[src/rtl/seq_right_shifter_pkg.sv]
// Shared definitions for the shifter unit: default widths and the right-shifter state encoding.
package seq_right_shifter_pkg;

    localparam int WIDTH_DEF = 16;
    localparam int MAG_W_DEF = 4;

    typedef enum logic [1:0] {
        S_IDLE  = 2'd0,
        S_SHIFT = 2'd1,
        S_DONE  = 2'd2
    } state_t;

endpackage

[src/rtl/seq_right_shifter_rshift1.sv]
// Combinational one-place right shift; the vacated MSB takes the fill bit.
module seq_right_shifter_rshift1 #(
    parameter int WIDTH = 16
) (
    input  logic [WIDTH-1:0] din,
    input  logic             fill,
    output logic [WIDTH-1:0] dout
);

    genvar gi;
    generate
        for (gi = 0; gi < WIDTH - 1; gi++) begin : g_bit
            assign dout[gi] = din[gi+1];
        end
    endgenerate

    assign dout[WIDTH-1] = fill;

endmodule

[src/rtl/seq_right_shifter.sv]
// Iterative right shifter: one place per clock, logical or arithmetic, start/busy/done handshake.
module seq_right_shifter
    import seq_right_shifter_pkg::*;
#(
    parameter int WIDTH = WIDTH_DEF,
    parameter int MAG_W = MAG_W_DEF
) (
    input  logic             clk,
    input  logic             rst,
    input  logic             start,
    input  logic [WIDTH-1:0] A,
    input  logic [MAG_W-1:0] mag,
    input  logic             arith,
    output logic             busy,
    output logic             done,
    output logic [WIDTH-1:0] Q
);

    state_t           state_reg, state_next;
    logic [WIDTH-1:0] work_reg, work_next;
    logic [MAG_W-1:0] cnt_reg, cnt_next;
    logic             mode_reg, mode_next;
    logic [WIDTH-1:0] q_reg, q_next;
    logic [WIDTH-1:0] shifted;
    logic             fill;

    assign fill = mode_reg & work_reg[WIDTH-1];

    seq_right_shifter_rshift1 #(.WIDTH(WIDTH)) u_rshift1 (
        .din  (work_reg),
        .fill (fill),
        .dout (shifted)
    );

    always_ff @(posedge clk) begin
        if (rst) begin
            state_reg <= S_IDLE;
            work_reg  <= '0;
            cnt_reg   <= '0;
            mode_reg  <= 1'b0;
            q_reg     <= '0;
        end else begin
            state_reg <= state_next;
            work_reg  <= work_next;
            cnt_reg   <= cnt_next;
            mode_reg  <= mode_next;
            q_reg     <= q_next;
        end
    end

    always_comb begin
        state_next = state_reg;
        work_next  = work_reg;
        cnt_next   = cnt_reg;
        mode_next  = mode_reg;
        q_next     = q_reg;
        case (state_reg)
            S_IDLE: begin
                if (start) begin
                    work_next = A;
                    cnt_next  = mag;
                    mode_next = arith;
                    if (mag == '0) begin
                        // Zero-place request completes straight away with the operand unchanged.
                        q_next     = A;
                        state_next = S_DONE;
                    end else begin
                        state_next = S_SHIFT;
                    end
                end
            end
            S_SHIFT: begin
                work_next = shifted;
                cnt_next  = cnt_reg - MAG_W'(1);
                if (cnt_reg == MAG_W'(1)) begin
                    q_next     = shifted;
                    state_next = S_DONE;
                end
            end
            S_DONE:  state_next = S_IDLE;
            default: state_next = S_IDLE;
        endcase
    end

    assign busy = (state_reg == S_SHIFT);
    assign done = (state_reg == S_DONE);
    assign Q    = q_reg;

endmodule

[config.mk]
export PLATFORM = sky130hd
export DESIGN_NAME = seq_right_shifter
export DESIGN_NICKNAME = d
export VERILOG_FILES = /design/src/rtl/seq_right_shifter_pkg.sv /design/src/rtl/seq_right_shifter_rshift1.sv /design/src/rtl/seq_right_shifter.sv
export SDC_FILE = /design/constraint.sdc
export NUM_CORES = 1
export LEC_CHECK = 0
export CORE_ASPECT_RATIO = 1.4
export CORE_MARGIN = 4
export CORE_UTILIZATION = 40
export DETAILED_ROUTE_END_ITERATION = 7
export HOLD_SLACK_MARGIN = 0.03
export PLACE_DENSITY = 0.67
export SLEW_MARGIN = 0
export SYNTH_ARGS = -nofsm -noshare
export SYNTH_HDL_FRONTEND = slang
export SYNTH_SLANG_ARGS = --single-unit
[constraint.sdc]
create_clock -name clk -period 2.2 [get_ports clk]
set_input_delay 0.33 -clock clk [delete_from_list [all_inputs] [get_ports clk]]
set_output_delay 0.33 -clock clk [all_outputs]
set_load 0.02 [all_outputs]
=== After elaboration in Yosys (flattened, before gate mapping) ===
Index checks and enable logic that the tools add are counted.

* Register bits after elaboration: 39
* Input bits: 24
* Output and inout port bits: 18
* Word-level logic and storage cells: 32

* Add/subtract/negate cells: 1
* Equal/unequal tests: 6
* Multiplexer cells: 12
* Bitwise operators: 1
* Reduce and logical (&&, ||, !) cells: 7

{| class="wikitable"
|+ Operators by type and width
! kind !! number
|-
| 16-bit two-way mux || 4
|-
| 16-bit one-hot mux with 2 select lines || 2
|-
| 4-bit one-hot mux with 2 select lines || 1
|-
| 2-bit two-way mux || 3
|-
| 2-bit AND reduction || 3
|-
| 4-bit by 1-bit equality test with 1-bit output (second input constant) || 1
|-
| 4-bit logical NOT || 1
|-
| 4-bit two-way mux || 1
|-
| 2-bit inequality test (second input constant) || 2
|-
| 2-bit one-hot mux with 2 select lines || 1
|-
| 4-bit AND reduction || 1
|-
| 4-bit by 1-bit subtractor with 4-bit output (second input constant) || 1
|-
| 2-bit by 1-bit equality test with 1-bit output (second input constant) || 1
|-
| 2-bit equality test (second input constant) || 1
|-
| 2-bit logical NOT || 1
|-
| 2-bit by 1-bit inequality test with 1-bit output (second input constant) || 1
|-
| 2-bit nonzero test || 1
|-
| 1-bit bitwise AND || 1
|}

=== Depth between registers and ports, before layout ===
Gate-level depths: netlist (run 1).

* Word-level depth: 4
* Depth in mapped cells: 7
* Depth with buffers taken out: 6

=== Cells and area by module ===
Synthesis (run 1) repeated with hierarchy kept, for this count alone.

* Cell total of the unflattened synthesis: 222
* Area, all modules: 1974.4 um^2

{| class="wikitable"
|+ By module, submodules not included
! module !! instances !! cells an instance !! area an instance (um^2) !! sequential area each (um^2)
|-
| seq_right_shifter || 1 || 206 || 1854.3 || 780.7
|-
| seq_right_shifter_rshift1 || 1 || 16 || 120.1 || 0.0
|}

=== Worst setup path before layout (run 1) ===
No wires, ideal clock.

* Path kind: reg-to-reg
* Start point: reg cnt_reg[0]
* End point: reg q_reg[11], in the netlist Q[11]
* Library setup time: 80 ps
* Arrival time: 1825 ps
* Required time: 2120 ps
* Path slack: 295 ps
* Cell stages (with the launch flop): 7
* Buffers on the path: 1
* Clock period less this slack: 1905 ps
* Cells stage by stage: dfxtp_1 > ha_1 > or3b_2 > a221oi_4 > buf_6 > nor2_1 > a211oi_2

* Cells in the longest elaborated chain, start to end: 3

{| class="wikitable"
|+ Ends and longest elaborated chain
! element !! line !! RTL
|-
| from (decl) || seq_right_shifter.sv:21 || <nowiki>logic [MAG_W-1:0] cnt_reg, cnt_next;</nowiki>
|-
| from (signal assigned) || seq_right_shifter.sv:45 || <nowiki>cnt_reg <= cnt_next;</nowiki>
|-
| 4-bit by 1-bit equality test with 1-bit output || seq_right_shifter.sv:75 || <nowiki>if (cnt_reg == MAG_W'(1)) begin</nowiki>
|-
| 2-bit by 1-bit inequality test with 1-bit output (no source line) || - ||
|-
| 4-bit AND reduction (no source line) || - ||
|-
| to (signal assigned) || seq_right_shifter.sv:47 || <nowiki>q_reg <= q_next;</nowiki>
|-
| to (decl) || seq_right_shifter.sv:23 || <nowiki>logic [WIDTH-1:0] q_reg, q_next;</nowiki>
|}

No other way between the ends.
A chain may end at the register's enable or synchronous reset.

=== Worst setup path in the final report (run 1) ===
* Start point: reg state_reg[1]
* End point: out busy

* Cells in the longest elaborated chain, start to end: 1

{| class="wikitable"
|+ Ends and longest elaborated chain
! element !! line !! RTL
|-
| from (decl) || seq_right_shifter.sv:19 || <nowiki>state_t state_reg, state_next;</nowiki>
|-
| from (signal assigned) || seq_right_shifter.sv:43 || <nowiki>state_reg <= state_next;</nowiki>
|-
| 2-bit by 1-bit equality test with 1-bit output || seq_right_shifter.sv:85 || <nowiki>assign busy = (state_reg == S_SHIFT);</nowiki>
|-
| to (decl) || seq_right_shifter.sv:14 || <nowiki>output logic busy,</nowiki>
|}

No other way between the ends.

==> reports/results.tsv, run 1 <==
metric	value	unit
IO Pins	42	
TritonCTS clock tree	yes	
I/O Buffers	41	
Starting DRT DRC Count	105	
final wirelength	4140	um
DRC	0	
CTS sink count	38	
maximum clock insertion buffer count	2	
# diodes	0	
Std-Cell Rows	27	
Die X	63.1	um
Root Buffer	clkbuf_8	
Post-Synthesis Cells	201	
Fillers	376	
PwrDens	749	nW/um^2
asr flop ratio synth	0	%
post-DP HPWL	2950	um
H-Tree Depth	2	
initial antenna violation count	0	
Die Y	85.1	um
RSZ-0062 raised after global routing	no	
Yosys top cell area share	44.8	%
Finished Layout Cells	291	
Critical Path Start	state_reg[1]$_SDFFE_PP0P_	
via count	1548	
fmax	477	MHz
vias in the first global route	1654	
area of the core	4020	um^2
CP Class	register to output pin	
gr ovfl total	0	
flop and latch count out of synthesis	38	
hold depth	2	
Clock Skews	0.00589	ns
gp weighted congestion	0.790	
Mapped Area	1700	um^2
Slew @ Worst Pin	0.513	ns
final worst-path cycle share	95.3	%
final setup vio count	0	
worst endpoint required time	1.87	ns
crit-path max FO	11	
post-synthesis sequential area ratio	44.8	%
status	finished, final reports clean	
max-cap viol count	0	
Die Footprint	5370	um^2
critical path arrival	1.77	ns
Leak Pwr	0.917	nW
reg2reg start	cnt_reg[0]$_SDFFE_PP0P_	
Final Slew Violations	0	
starting density of the core	42.3	%
Final min period	2.10	ns
max_slew headroom	65.7	%
global-route wire length before repair	7380	um
end of the worst register-to-register path	Q[10]$_SDFFE_PP0P_	
pin count of the biggest net entering global routing	39	
Peak VDD IR	0.000428	V
Area growth, synth to finish	34.4	%
worst hold path class	register to register	
vias per std cell	5.32	
Worst-path clk slew	0.07	ns
crit start category	register	
number of flops mapped to enable cells by yosys	0	
min-delay src	mode_reg$_SDFFE_PP0P_	
fraction of layout cells with a size suffix above 1	12.9	%
Synth cell types	31	
syn_nets	227	
top cell type by total area after synthesis	dfxtp_1	
Setup crit end kind	output pin	
post-CTS setup buffer count	0	
placed instance count	284	
register-to-register setup slack	0.22	ns
largest cells by area after synthesis	dfxtp_1 45%, nor2_1 13%, a2bb2oi_1 6.7%	
Post-Syn Area per Cell	8.45	um^2
Clk Latency, worst-skew pair	0.29	ns
ys flop type	dfxtp_1	
Pwr Total	1.71	mW
CTS Hold Buffers Added	0	
r2r worst-path depth	6	
Yosys Warn Count	0	
Antenna Violating Nets Remaining	0	
Layout Nets	274	
Hold Path End	mode_reg$_SDFFE_PP0P_	
Total GRT Usage	16.9	%
Post-synth top cells	60 x nor2_1, 38 x dfxtp_1, 14 x nor3_1, 13 x a2bb2oi_1	
drt pass-1 iters	4	
wire per inst	14.2	um
most frequent cell after synthesis	nor2_1	
Fin. Hold Viols	0	
max reg flops	16	
CTS Buf Count	5	
-- report_power, final --
part,internal (mW),switching (mW)
Sequential,0.760,0.0427
Combinational,0.224,0.238
Clock,0.213,0.234
Total,1.20,0.515
-- metal layers --
layer  part of all wire, %  GRT usage (%)  wire length [um]
met5                     0              0                 0
met3                   4.1           3.31               168
met4                   1.4           7.23                56
met1                    45           20.2              1850
met2                    50           29.1              2060
-- logic make-up after synthesis --
group / count (synthesis) / share of synthesized area, %
AO/OA/AOI/OAI: 47 / 23.6
adder cells (fa/ha/maj): 2 / 1.47
buffers and inverters: 20 / 4.93
flip-flops: 38 / 44.8
multiplexers: 2 / 1.18
AND/OR/NAND/NOR: 92 / 24.0
-- layout by cell type (no fill, tap or decap), types with 2 or more instances in the layout --
cell / count
nor2_1: 60
clkdlybuf4s50_1: 41
dfxtp_1: 37
nor3_1: 14
buf_4: 14
a2bb2oi_1: 13
a211oi_1: 12
a211oi_2: 7
a21oi_1: 7
inv_1: 5
nand2_1: 5
clkbuf_8: 5
a22oi_1: 3
nor2b_1: 2
and3_1: 2
mux2i_1: 2
o21ai_0: 2
ha_1: 2
clkinv_2: 2
-- critical path: stages, from the launching register on --
cell and delay (ns):
dfxtp_2 0.39, nand2b_1 0.26, inv_1 0.20, clkdlybuf4s50_1 0.64
-- repair_timing --
item | CTS | global route
endpoints found under the hold margin | 0 | 0
gates resized for setup | 0 | 1
setup endpoints to repair | 0 | 1
-- area by class of cell --
cell class / instances / area (um^2) / share of cell area (%)
multi-input combinational: 143 / 855 / 37.4
timing repair buffer: 55 / 515 / 22.6
clock inverter: 2 / 10.0 / 0.438
tap: 43 / 53.8 / 2.36
sequential: 38 / 762 / 33.4
clock buffer: 5 / 68.8 / 3.01
inverter: 5 / 18.8 / 0.822
-- worst max-delay path by stage --
stage,cells past startpoint,endpoint
after detailed placement,6,Q[10]$_SDFFE_PP0P_
final,3,busy
after CTS,3,busy
after global placement,6,Q[11]$_SDFFE_PP0P_
after floorplan,6,Q[11]$_SDFFE_PP0P_
after global routing,3,busy
-- per-stage QoR --
step / instance area, um^2 / setup TNS, ns / worst slack (ns) / util (%) / hold slack [ns]
after floorplan: 1700 / 0 / 0.295 / - / 0.432
after global placement: 2200 / 0 / 0.0119 / 54.8 / 0.446
after detailed placement: 2200 / -0.166 / -0.0748 / 54.8 / 0.451
after CTS: 2280 / 0 / 0.000998 / 56.8 / 0.465
after global routing: 2280 / 0 / 0.0182 / 56.8 / 0.494
final: 2280 / 0 / 0.104 / 56.8 / 0.463
Power figures use the tool's default switching activity.
==> inputs of run 2 (changes only) <==
- MAX_ROUTING_LAYER: not set -> met4
==> run 2 against run 1 <==
  * Count of clock-buffer cells in the layout stayed put
  * Power barely moved
  * Clock power about the same
  * Sequential cell count stayed put
  * Worst setup slack got worse by 0.0014 ns
==> reports/results.tsv, run 2 (same netlist as run 1, synthesis figures left out) <==
metric	value	unit	change
status	finished, final reports clean		
pre-CTS setup slack	-0.0748	ns	unchanged
fmax	477	MHz	about the same
Slew @ Worst Pin	0.513	ns	-0.0000117 ns
Final min period	2.10	ns	+0.00145 ns
placed instance count	284		unchanged
worst endpoint required time	1.87	ns	about the same
reg2reg start	cnt_reg[0]$_SDFFE_PP0P_		
final setup vio count	0		unchanged
gp weighted congestion	0.801		+1.4%
Clk Latency, worst-skew pair	0.29	ns	about the same
area of the core	4020	um^2	unchanged
Util after Layout	56.8	%	unchanged
maximum clock insertion buffer count	2		unchanged
Final Slew Violations	0		unchanged
drt pass-1 iters	4		unchanged
# diodes	0		unchanged
worst hold path class	register to register		
CP max stage cell	clkdlybuf4s50_1		
CTS Hold Buffers Added	0		unchanged
global-route wire length before repair	7380	um	unchanged
PwrDens	750	nW/um^2	about the same
via count	1547		-0.065%
Total GRT Usage	17.4	%	+0.50 points
final worst-path cycle share	95.4	%	about the same
Post-CTS Resized	0		unchanged
Area growth, synth to finish	34.4	%	unchanged
DRC	0		unchanged
gr ovfl total	0		unchanged
CP Class	register to output pin		
worst setup margin	0.102	ns	-0.00145 ns
Reg area	762	um^2	unchanged
TritonCTS clock tree	yes		
area of the multi-input gates	855	um^2	unchanged
CTS Buf Count	5		unchanged
Leak Pwr	0.917	nW	unchanged
post-CTS setup buffer count	0		unchanged
Die X	63.1	um	unchanged
vias per std cell	5.32		about the same
crit-path max FO	11		unchanged
crit start category	register		
post-route cell area	2280	um^2	unchanged
CP endpoint	busy		
Die Footprint	5370	um^2	unchanged
Root Buffer	clkbuf_8		
Antenna Violating Nets Remaining	0		unchanged
Fin. Hold Viols	0		unchanged
wire per inst	14.3	um	+0.56%
min-delay src	mode_reg$_SDFFE_PP0P_		
Std-Cell Rows	27		unchanged
RSZ-0062 raised after global routing	no		
critical path arrival	1.77	ns	about the same
post-DP HPWL	2950	um	unchanged
final wirelength	4160	um	+0.56%
register-to-register setup slack	0.23	ns	about the same
Layout Nets	274		unchanged
fraction of layout cells with a size suffix above 1	12.9	%	unchanged
Fillers	376		unchanged
pin count of the biggest net entering global routing	39		unchanged
commonest non-fill, non-tap cell in the layout	nor2_1		
Worst-path clk slew	0.07	ns	about the same
Setup crit end kind	output pin		
I/O Buffers	41		unchanged
Starting DRT DRC Count	108		+2.9%
starting density of the core	42.3	%	unchanged
Clock Skews	0.00582	ns	-0.0000712 ns
Post-DP Area	2200	um^2	unchanged
Finished Layout Cells	291		unchanged
most frequent cells in the layout	60 x nor2_1, 41 x clkdlybuf4s50_1, 37 x dfxtp_1, 14 x nor3_1, 14 x buf_4		
r2r worst-path depth	6		unchanged
max-cap viol count	0		unchanged
IO Pins	42		unchanged
end of the worst register-to-register path	Q[10]$_SDFFE_PP0P_		
Peak VDD IR	0.000428	V	about the same
CTS sink count	38		unchanged
Critical Path Start	state_reg[1]$_SDFFE_PP0P_		
vias in the first global route	1655		+0.060%
worst-path cell chain	nand2b_1 > inv_1 > clkdlybuf4s50_1		
initial antenna violation count	0		unchanged
Slowest Stage Delay on Critical Path	0.64	ns	about the same
max reg flops	16		unchanged
max_slew headroom	65.7	%	about the same
Die Y	85.1	um	unchanged
H-Tree Depth	2		unchanged
[run 2: cell counts in the layout (fill, tap and decap cells not counted)]
Identical to the previous run, type by type.
[run 2: per-stage QoR]
| step | TNS [ns] | total power, mW | hold slack [ns] |
|---|---|---|---|
| after floorplan | 0 | 1.10 | 0.432 |
| after global placement | 0 | 1.28 | 0.446 |
| after detailed placement | -0.166 | 1.28 | 0.451 |
| after CTS | 0 | 1.73 | 0.465 |
| after global routing | 0 | 1.82 | 0.494 |
| final | 0 | 1.71 | 0.463 |
[run 2: report_power, final]
part | switching (mW) | internal, mW
logic | 0.238 | 0.224
clock network | 0.234 | 0.213
registers | 0.0428 | 0.760
total | 0.515 | 1.20
[run 2: critical path, delay by kind of cell, from the launching register on]
family	cells	cell delay [ns]
buffers and inverters	2	0.84
DFF	1	0.39
and+or+nand+nor	1	0.26
[run 2: worst min-delay path by stage]
stage                                        to  slack, ns  depth (start not counted)
after detailed placement  mode_reg$_SDFFE_PP0P_       0.45                          2
after global placement    mode_reg$_SDFFE_PP0P_       0.45                          2
after global routing      mode_reg$_SDFFE_PP0P_       0.49                          2
after floorplan           mode_reg$_SDFFE_PP0P_       0.43                          2
after CTS                 mode_reg$_SDFFE_PP0P_       0.47                          2
final                     mode_reg$_SDFFE_PP0P_       0.46                          2
[run 2: routing by layer]
| metal | GRT usage [%] | share of wire [%] |
|---|---|---|
| met5 | - | 0 |
| met4 | 7.23 | 1.3 |
| met3 | 3.05 | 3.6 |
| met2 | 29.1 | 50 |
| met1 | 20.4 | 45 |
[run 2: final cells by class]
type / count / area share, %
clock buffers: 5 / 3.01
flip-flops and latches: 38 / 33.4
multi-input cells: 143 / 37.4
repair buffers: 55 / 22.6
inverters: 5 / 0.822
well taps: 43 / 2.36
clock inverters: 2 / 0.438
